--- src/rtl/audio_pkg.sv ---
// Shared audio-path constants and the I2S slot encoding.
package audio_pkg;
  localparam int unsigned SAMPLE_WIDTH   = 16;
  localparam int unsigned I2S_SLOT_WIDTH = 32;

  typedef enum logic {
    LEFT  = 1'b0,
    RIGHT = 1'b1
  } slot_e;
endpackage

--- src/rtl/i2s_transmitter_clkgen.sv ---
// BCLK divider: toggles bclk every bclk_half clk cycles and reports each edge
// as a one-clk strobe coincident with the clk edge that makes the toggle.
module i2s_clkgen #(
  parameter int unsigned bclk_half = 4
) (
  input  logic i_clk,
  input  logic i_rst,
  output logic o_bclk,
  output logic o_rise,
  output logic o_fall
);
  localparam int unsigned CW = (bclk_half > 1) ? $clog2(bclk_half) : 1;

  logic [CW-1:0] r_div;
  logic          r_bclk;
  logic          w_tc;

  assign w_tc = (r_div == CW'(bclk_half - 1));

  always_ff @(posedge i_clk) begin
    if (i_rst) begin
      r_div  <= '0;
      r_bclk <= 1'b0;
    end else if (w_tc) begin
      r_div  <= '0;
      r_bclk <= ~r_bclk;
    end else begin
      r_div <= r_div + 1'b1;
    end
  end

  assign o_bclk = r_bclk;
  assign o_rise = w_tc & ~r_bclk;
  assign o_fall = w_tc & r_bclk;
endmodule

--- src/rtl/i2s_transmitter.sv ---
// Mono-to-stereo I2S serializer with a single pending-sample register and
// underrun/overflow reporting; all I2S-side state moves on BCLK falls.
module i2s_transmitter
  import audio_pkg::*;
#(
  parameter int unsigned sample_width = SAMPLE_WIDTH,
  parameter int unsigned slot_width   = I2S_SLOT_WIDTH,
  parameter int unsigned bclk_half    = 4
) (
  input  logic                    clk,
  input  logic                    rst,
  input  logic                    valid,
  input  logic [sample_width-1:0] sample_in,
  output logic                    ready,
  output logic                    i2s_bclk,
  output logic                    i2s_lrclk,
  output logic                    i2s_sdata,
  output logic                    frame_start,
  output logic                    underrun,
  output logic                    overflow
);
  localparam int unsigned FRAME = 2 * slot_width;
  localparam int unsigned BW    = (FRAME > 2) ? $clog2(FRAME) : 1;

  logic                    w_bclk;
  logic                    w_rise;
  logic                    w_fall;
  logic                    w_unused;
  logic [BW-1:0]           r_bit_cnt;
  logic [BW-1:0]           w_n;
  logic [BW-1:0]           w_j;
  logic                    w_load;
  logic                    w_sd;
  logic [sample_width-1:0] w_shifted;
  slot_e                   r_lrclk;
  slot_e                   w_slot;
  logic                    r_sdata;
  logic [sample_width-1:0] r_frame;
  logic [sample_width-1:0] r_pend;
  logic                    r_pend_full;
  logic                    r_frame_start;
  logic                    r_underrun;
  logic                    r_overflow;

  i2s_clkgen #(.bclk_half(bclk_half)) u_clkgen (
    .i_clk  (clk),
    .i_rst  (rst),
    .o_bclk (w_bclk),
    .o_rise (w_rise),
    .o_fall (w_fall)
  );

  // Data only changes on falls, so the rise strobe has no consumer here.
  assign w_unused = w_rise;

  // The bit being driven after a fall is indexed by the pre-increment count,
  // which is exactly the one-bit-delayed position (n-1) mod frame.
  always_comb begin
    w_n       = (r_bit_cnt == BW'(FRAME - 1)) ? '0 : r_bit_cnt + 1'b1;
    w_j       = (r_bit_cnt >= BW'(slot_width)) ? r_bit_cnt - BW'(slot_width) : r_bit_cnt;
    w_shifted = r_frame << w_j;
    w_sd      = w_shifted[sample_width-1];
    w_slot    = (w_n >= BW'(slot_width)) ? RIGHT : LEFT;
    w_load    = w_fall && (w_n == '0);
  end

  always_ff @(posedge clk) begin
    if (rst) begin
      r_bit_cnt     <= BW'(FRAME - 1);
      r_lrclk       <= LEFT;
      r_sdata       <= 1'b0;
      r_frame       <= '0;
      r_pend        <= '0;
      r_pend_full   <= 1'b0;
      r_frame_start <= 1'b0;
      r_underrun    <= 1'b0;
      r_overflow    <= 1'b0;
    end else begin
      r_frame_start <= 1'b0;
      r_underrun    <= 1'b0;
      r_overflow    <= 1'b0;

      if (w_fall) begin
        r_bit_cnt <= w_n;
        r_lrclk   <= w_slot;
        r_sdata   <= w_sd;
      end

      if (w_load) begin
        r_frame_start <= 1'b1;
        r_underrun    <= ~r_pend_full;
        if (r_pend_full) r_frame <= r_pend;
      end

      // A load in the same cycle drains the old sample first, so a
      // simultaneous valid refills the register without overflowing.
      if (valid) begin
        r_pend      <= sample_in;
        r_pend_full <= 1'b1;
        r_overflow  <= r_pend_full & ~w_load;
      end else if (w_load) begin
        r_pend_full <= 1'b0;
      end
    end
  end

  assign ready       = ~r_pend_full;
  assign i2s_bclk    = w_bclk;
  assign i2s_lrclk   = r_lrclk;
  assign i2s_sdata   = r_sdata;
  assign frame_start = r_frame_start;
  assign underrun    = r_underrun;
  assign overflow    = r_overflow;
endmodule

--- config.mk ---
export PLATFORM = sky130hd
export DESIGN_NAME = i2s_transmitter
export DESIGN_NICKNAME = d
export VERILOG_FILES = /design/src/rtl/audio_pkg.sv /design/src/rtl/i2s_transmitter_clkgen.sv /design/src/rtl/i2s_transmitter.sv
export SDC_FILE = /design/constraint.sdc
export NUM_CORES = 1
export LEC_CHECK = 0
export CAP_MARGIN = 20
export CORE_ASPECT_RATIO = 2
export CORE_MARGIN = 2
export CORE_UTILIZATION = 49
export CTS_BUF_LIST = sky130_fd_sc_hd__clkbuf_8 sky130_fd_sc_hd__clkbuf_16
export DETAILED_ROUTE_END_ITERATION = 7
export HOLD_SLACK_MARGIN = 0.08
export PLACE_DENSITY = 0.79
export RECOVER_POWER = 100
export SYNTH_ARGS = -nofsm -noshare
export SYNTH_HDL_FRONTEND = slang
export SYNTH_SLANG_ARGS = --single-unit
--- constraint.sdc ---
create_clock -name clk -period 1.6 [get_ports clk]
set_input_delay 0.16 -clock clk [delete_from_list [all_inputs] [get_ports clk]]
set_output_delay 0.16 -clock clk [all_outputs]
set_load 0.01 [all_outputs]
==> results of run 1 <==
area by class of cell:
class | instances | area share [%]
Clock buffer | 7 | 3.679
Clock inverter | 1 | 0.2867
Inverter | 4 | 0.6211
Multi-Input combinational cell | 142 | 39.37
Sequential cell | 47 | 36.02
Tap cell | 52 | 2.484
Timing Repair Buffer | 46 | 17.53
power by group through the flow:
| stage | Sequential (mW) | Combinational (mW) | Clock [mW] |
|---|---|---|---|
| finish | 1.23 | 0.216 | 0.777 |
| global route | 1.23 | 0.234 | 0.840 |
| CTS | 1.23 | 0.221 | 0.792 |
| detailed placement | 1.25 | 0.220 | 0 |
| global placement | 1.25 | 0.215 | 0 |
| floorplan | 1.25 | 0.123 | 0 |
synthesized netlist by cell type (all sizes together):
cell type / count / share of area (%)
nor2b: 1 / 0.30
nor3: 6 / 1.7
mux4: 2 / 2.1
nor3b: 2 / 0.71
inv: 3 / 0.53
nand2b: 1 / 0.30
o21a: 1 / 0.36
nand4: 17 / 5.0
a211o: 1 / 0.47
a31o: 1 / 0.42
mux2: 1 / 0.53
o41ai: 1 / 0.42
nor2: 23 / 4.1
ha: 3 / 1.8
nand2: 6 / 1.1
a2111oi: 1 / 0.42
o31ai: 18 / 9.2
buf: 13 / 4.7
dfxtp: 47 / 45
clkinv: 1 / 0.18
nand3: 3 / 0.95
o221ai: 1 / 0.42
nand3b: 1 / 0.36
a21o: 1 / 0.36
and3: 3 / 0.95
or3: 1 / 0.53
clkbuf: 8 / 1.4
o21bai: 3 / 1.1
and2: 1 / 0.30
mux2i: 18 / 8.5
xnor2: 1 / 0.42
o21ai: 3 / 0.89
a21oi: 21 / 5.0
sequential cells by signal, summed over array words and instances (netlist names):
signal	flops
r_frame	16
r_pend	16
r_bit_cnt	6
u_clkgen.r_div	2
frame_start	1
i2s_lrclk	1
i2s_sdata	1
overflow	1
r_pend_full	1
u_clkgen.o_bclk	1
underrun	1
how the worst max path moves through the flow:
stage | endpoint | slack (ns) | cells past startpoint
finish | r_frame[1] | 0.07 | 5
global route | r_frame[5] | 0.004 | 5
detailed placement | i2s_sdata | -0.003 | 5
floorplan | r_frame[14] | 0.02 | 7
CTS | r_frame[1] | 0.02 | 5
global placement | i2s_sdata | 0.05 | 5
routing by layer:
metal,global-route usage [%],wire [um],up-vias
met4,11.02,160,0
met3,3.395,110,14
met1,20.34,1686,812
li1,-,-,838
met5,0,0,-
met2,33.20,2320,39
through the flow:
step	hold slack [ns]	area (um2)	power (mW)
finish	0.4276	2619	2.219
global route	0.4629	2619	2.306
CTS	0.4350	2624	2.240
detailed placement	0.4226	2517	1.474
global placement	0.4130	2517	1.467
floorplan	0.3071	2116	1.372
timing repair:
item / 4_1_cts / 5_1_grt
pin swaps: 0 / 0
gates resized for setup: 2 / 6
hold buffers: 0 / 0
hold endpoints to repair: 0 / 0
endpoints found under the setup margin: 3 / 15
cells by family (layout without fill, tap and decap cells):
family	count (synthesis)	in the layout	synth area share (%)
xor gates and xnor gates	1	1	0.4150
buffers and inverters	25	58	6.816
adders and majority gates	3	3	1.778
DFF	47	47	44.58
AOI/OAI and AO/OA	52	52	18.97
muxes	21	21	11.20
and+or+nand+nor	65	65	16.24
==> reports/results.txt, run 1 <==
status = finished clean
Skew-Pair Late Insertion Delay = 0.30 ns
Seq pwr share = 55.3%
CP top delay family = compound AO/OA/AOI/OAI gates
r2r startpoint = r_bit_cnt[5]
total global routing overflow = 0
DRT iter0 DRCs = 27
P&R area growth vs syn = 24.07%
die area = 0.004881 mm2
max-slew violation count = 0
CP peak stage delay = 0.40 ns
Core ar. = 0.004129 mm2
CTS tree = yes
Fin Setup TNS = 0 ns
Peak VDD IR = 0.9386 mV
Switching Fraction = 22.92%
worst min path class = reg -> reg
ANT nets after route = 0
NumNets Final = 268
Final setup viols = 0
CP arrival = 1.71 ns
synthesized area per cell = 9.863 um2
HPWL after detailed placement = 3175 um
R2R Path End = r_frame[1]
RePlAce Congestion = 0.9297
commonest non-fill, non-tap cell in the layout = dfxtp_1
area of the multi-input gates = 0.001031 mm2
CP required = 1.79 ns
pre-CTS setup slack = -0.002781 ns
Clock Skews = 0.004781 ns
final wirelength = 4278 um
Int Power = 1.711 mW
Comb power frac = 9.7%
drt drc = 0
Worst Hold Path Cells = 1
part of the cycle the worst path needs = 95.38%
Clock Power Share = 35.0%
Synth Warn # = 0
Cell variety after synth = 41
post-synth net total = 236
Port Buffers = 25
total track usage = 18.95%
postcts setup bufs = 0
pwr/cell area = 847.4 mW/mm2
Seq/Total Area, Yosys = 44.58%
Storage cell area = 943.4 um2
max-cap viol count = 0
clock slew at reported path FFs = 0.08 ns
LEAKAGE = 1.066 nW
Max Buffers Root-to-Sink = 2
CTS buffer count = 5
clock root buffer = clkbuf_8
Critical-path top delay cell = or3_4
# fillers = 341
relative slew slack = 68.47%
setup ws final = 0.07391 ns
H-tree Lvls = 2
largest net degree at the start of global routing = 31
ant diodes = 0
IO Count = 26
min Tclk post-route = 1.526 ns
critical path launch point = r_bit_cnt[5]
DR vias = 1703
drt wl/cell = 14.31 um
Die X = 50.41 um
commonest non-fill, non-tap cells in the layout = 45 x dfxtp_1, 22 x nor2_1, 21 x a21oi_1, 18 x mux2i_1, 18 x clkdlybuf4s50_1
drt pass-1 iters = 4
CP Capture Type = flop
Seq cells post-synth = 47
final-report hold violation count = 0
Finished Layout Cells = 299
global-route wire length before repair = 7272 um
Vias/cell = 5.696
chip height = 96.82 um
Cell Chain, Critical Path = or3_4, o21a_4, clkbuf_2, o31ai_1, a21oi_1
critical path peak fanout = 5
site row count = 33
Sink Count = 47
Post-Syn Instances = 214
Final Util = 63.42%
Peak Freq = 655.3 MHz
ratio of cells with drive above 1 in the final layout = 20.65%
WP buf/inv = 1
Worst Setup Start Kind = flop
Placed Instances = 291
initial cell density of the core = 51.12%
worst r2r path cells = 5
vias in the first global route = 1695
critical path type = reg -> reg
antenna violations before repair = 0
worst min-delay path startpoint = u_clkgen.r_div[0]
Hold Path End = u_clkgen.r_div[0]
reg-to-reg setup timing slack = 0.07 ns
synthesized area = 0.002111 mm2
RSZ-0062 raised after global routing = false
Switch Pwr = 0.5086 mW
Slew @ Worst Pin = 0.4730 ns
No activity file was read; power rests on OpenSTA's default activity.
==> run 2: changes to the inputs <==
PLACE_DENSITY = 0.8   (was 0.79)
==> run 2 against run 1 <==
Via count rose by 0.41%. Sequential cell count did not move. Worst hold slack improved by 0.0091 ns. Critical path type unchanged. Combinational power barely moved. Sequential share of layout area fell by 0.45 points.
==> reports/results.txt, run 2 (synthesis results as in run 1) <==
commonest non-fill, non-tap cells in the layout = 45 x dfxtp_1, 21 x a21oi_1, 21 x nor2_1
ratio of cells with drive above 1 in the final layout = 22.71% (+2.1 points)
antenna violations before repair = 0 (unchanged)
CP Capture Type = flop
final-report hold violation count = 0 (unchanged)
Slew @ Worst Pin = 0.3624 ns (-0.1106 ns)
CP arrival = 1.75 ns (+0.04 ns)
Peak VDD IR = 0.6809 mV (-27%)
die area = 0.004881 mm2 (unchanged)
worst r2r path cells = 5 (unchanged)
Core ar. = 0.004129 mm2 (unchanged)
LEAKAGE = 1.084 nW (+1.6%)
drt wl/cell = 14.96 um (+4.6%)
Worst Hold Path Cells = 1 (unchanged)
P&R area growth vs syn = 25.96%
HPWL after detailed placement = 3211 um (+1.1%)
initial cell density of the core = 51.12% (unchanged)
setup ws final = 0.04966 ns (-0.02425 ns)
H-tree Lvls = 2 (unchanged)
CP required = 1.80 ns (about the same)
Peak Freq = 645.0 MHz (-1.6%)
Clock Skews = 0.01117 ns (+0.006390 ns)
Sink Count = 47 (unchanged)
ant diodes = 0 (unchanged)
Vias/cell = 5.644 (-0.91%)
part of the cycle the worst path needs = 96.90% (+1.5 points)
pwr/cell area = 805.6 mW/mm2 (-4.9%)
total global routing overflow = 0 (unchanged)
site row count = 33 (unchanged)
CTS tree = yes
DR vias = 1710 (+0.41%)
total track usage = 19.89% (+0.95 points)
chip height = 96.82 um (unchanged)
critical path type = reg -> reg
pre-CTS setup slack = -0.02961 ns (-0.02683 ns)
status = finished clean
final wirelength = 4534 um (+6.0%)
drt drc = 0 (unchanged)
Port Buffers = 25 (unchanged)
max-slew violation count = 0 (unchanged)
drt pass-1 iters = 4 (unchanged)
RePlAce Congestion = 0.9110 (-2.0%)
CTS buffer count = 5 (unchanged)
post-route total power = 2.142 mW (-3.5%)
max-cap viol count = 0 (unchanged)
DRT iter0 DRCs = 41 (+52%)
Max Buffers Root-to-Sink = 2 (unchanged)
Worst Setup Start Kind = flop
Top Registers = r_frame: 16 flops, r_pend: 16 flops, r_bit_cnt: 6 flops
ANT nets after route = 0 (unchanged)
relative slew slack = 75.76% (+7.3 points)
clock root buffer = clkbuf_8
largest net degree at the start of global routing = 19 (-39%)
min Tclk post-route = 1.550 ns (+0.02425 ns)
worst min path class = reg -> reg
clock slew at reported path FFs = 0.09 ns (about the same)
Die X = 50.41 um (unchanged)
NumNets Final = 272 (+1.5%)
Skew-Pair Late Insertion Delay = 0.31 ns (about the same)
vias in the first global route = 1723 (+1.7%)
critical path peak fanout = 5 (unchanged)
# fillers = 340 (-0.29%)
commonest non-fill, non-tap cell in the layout = dfxtp_1
global-route wire length before repair = 7652 um (+5.2%)
Final setup viols = 0 (unchanged)
IO Count = 26 (unchanged)
-- run 2: per-layer routing --
metal	part of all wire, %	GRT usage (%)	routed length, um	up-vias
met5	0	0	0	-
met3	1.9	2.469	84	10
met1	38	21.36	1726	823
li1	-	-	-	848
met4	3.0	11.23	135	0
met2	57	35.73	2587	29
-- run 2: cell type report --
| class | instances | area [um2] | share of cell area, % |
|---|---|---|---|
| multi-input combinational | 142 | 1059 | 39.81 |
| sequential | 47 | 945.9 | 35.58 |
| timing repair buffer | 50 | 488.0 | 18.35 |
| clock buffer | 5 | 68.82 | 2.588 |
| tap | 52 | 65.06 | 2.447 |
| clock inverter | 3 | 16.27 | 0.6118 |
| inverter | 4 | 16.27 | 0.6118 |
-- run 2: metrics by stage --
stage               cell area, um2  utilization, %  hold WS [ns]   TNS [ns]  cells
floorplan                     2116               -        0.3071          0    214
global placement              2520           61.03        0.4133          0    293
global route                  2659           64.39        0.4651  -0.004567    303
detailed placement            2520           61.03        0.4277   -0.03582    293
finish                        2659           64.39        0.4367          0    303
CTS                           2614           63.30        0.4406          0    301
-- run 2: what timing repair did --
item                                   in CTS  in global routing
setup endpoints to repair                  14                 19
endpoints found under the hold margin       0                  0
buffers inserted                            0                  1
gates resized for setup                     4                 10
hold buffers                                0                  0
pin swaps                                   0                  1
cloned                                      0                  1
-- run 2: path summary, 6_finish.rpt --
| kind | to | slack [ns] | start |
|---|---|---|---|
| min reg2reg | u_clkgen.r_div[0] | 0.44 | u_clkgen.r_div[0] |
| min | u_clkgen.r_div[0] | 0.44 | u_clkgen.r_div[0] |
| max reg2reg | r_frame[2] | 0.05 | r_bit_cnt[5] |
| max | r_frame[2] | 0.05 | r_bit_cnt[5] |
-- run 2: power breakdown --
group	switching (mW)	internal [mW]	total (mW)
Sequential	0.0206	1.20	1.23
Clock	0.401	0.299	0.700
Combinational	0.106	0.111	0.217
-- run 2: worst max-delay path: stages, from the launching register on --
cell and delay [ns]:
dfxtp_1 0.32, or3_4 0.40, o21a_4 0.25, buf_4 0.15, o31ai_1 0.22, a21oi_1 0.10
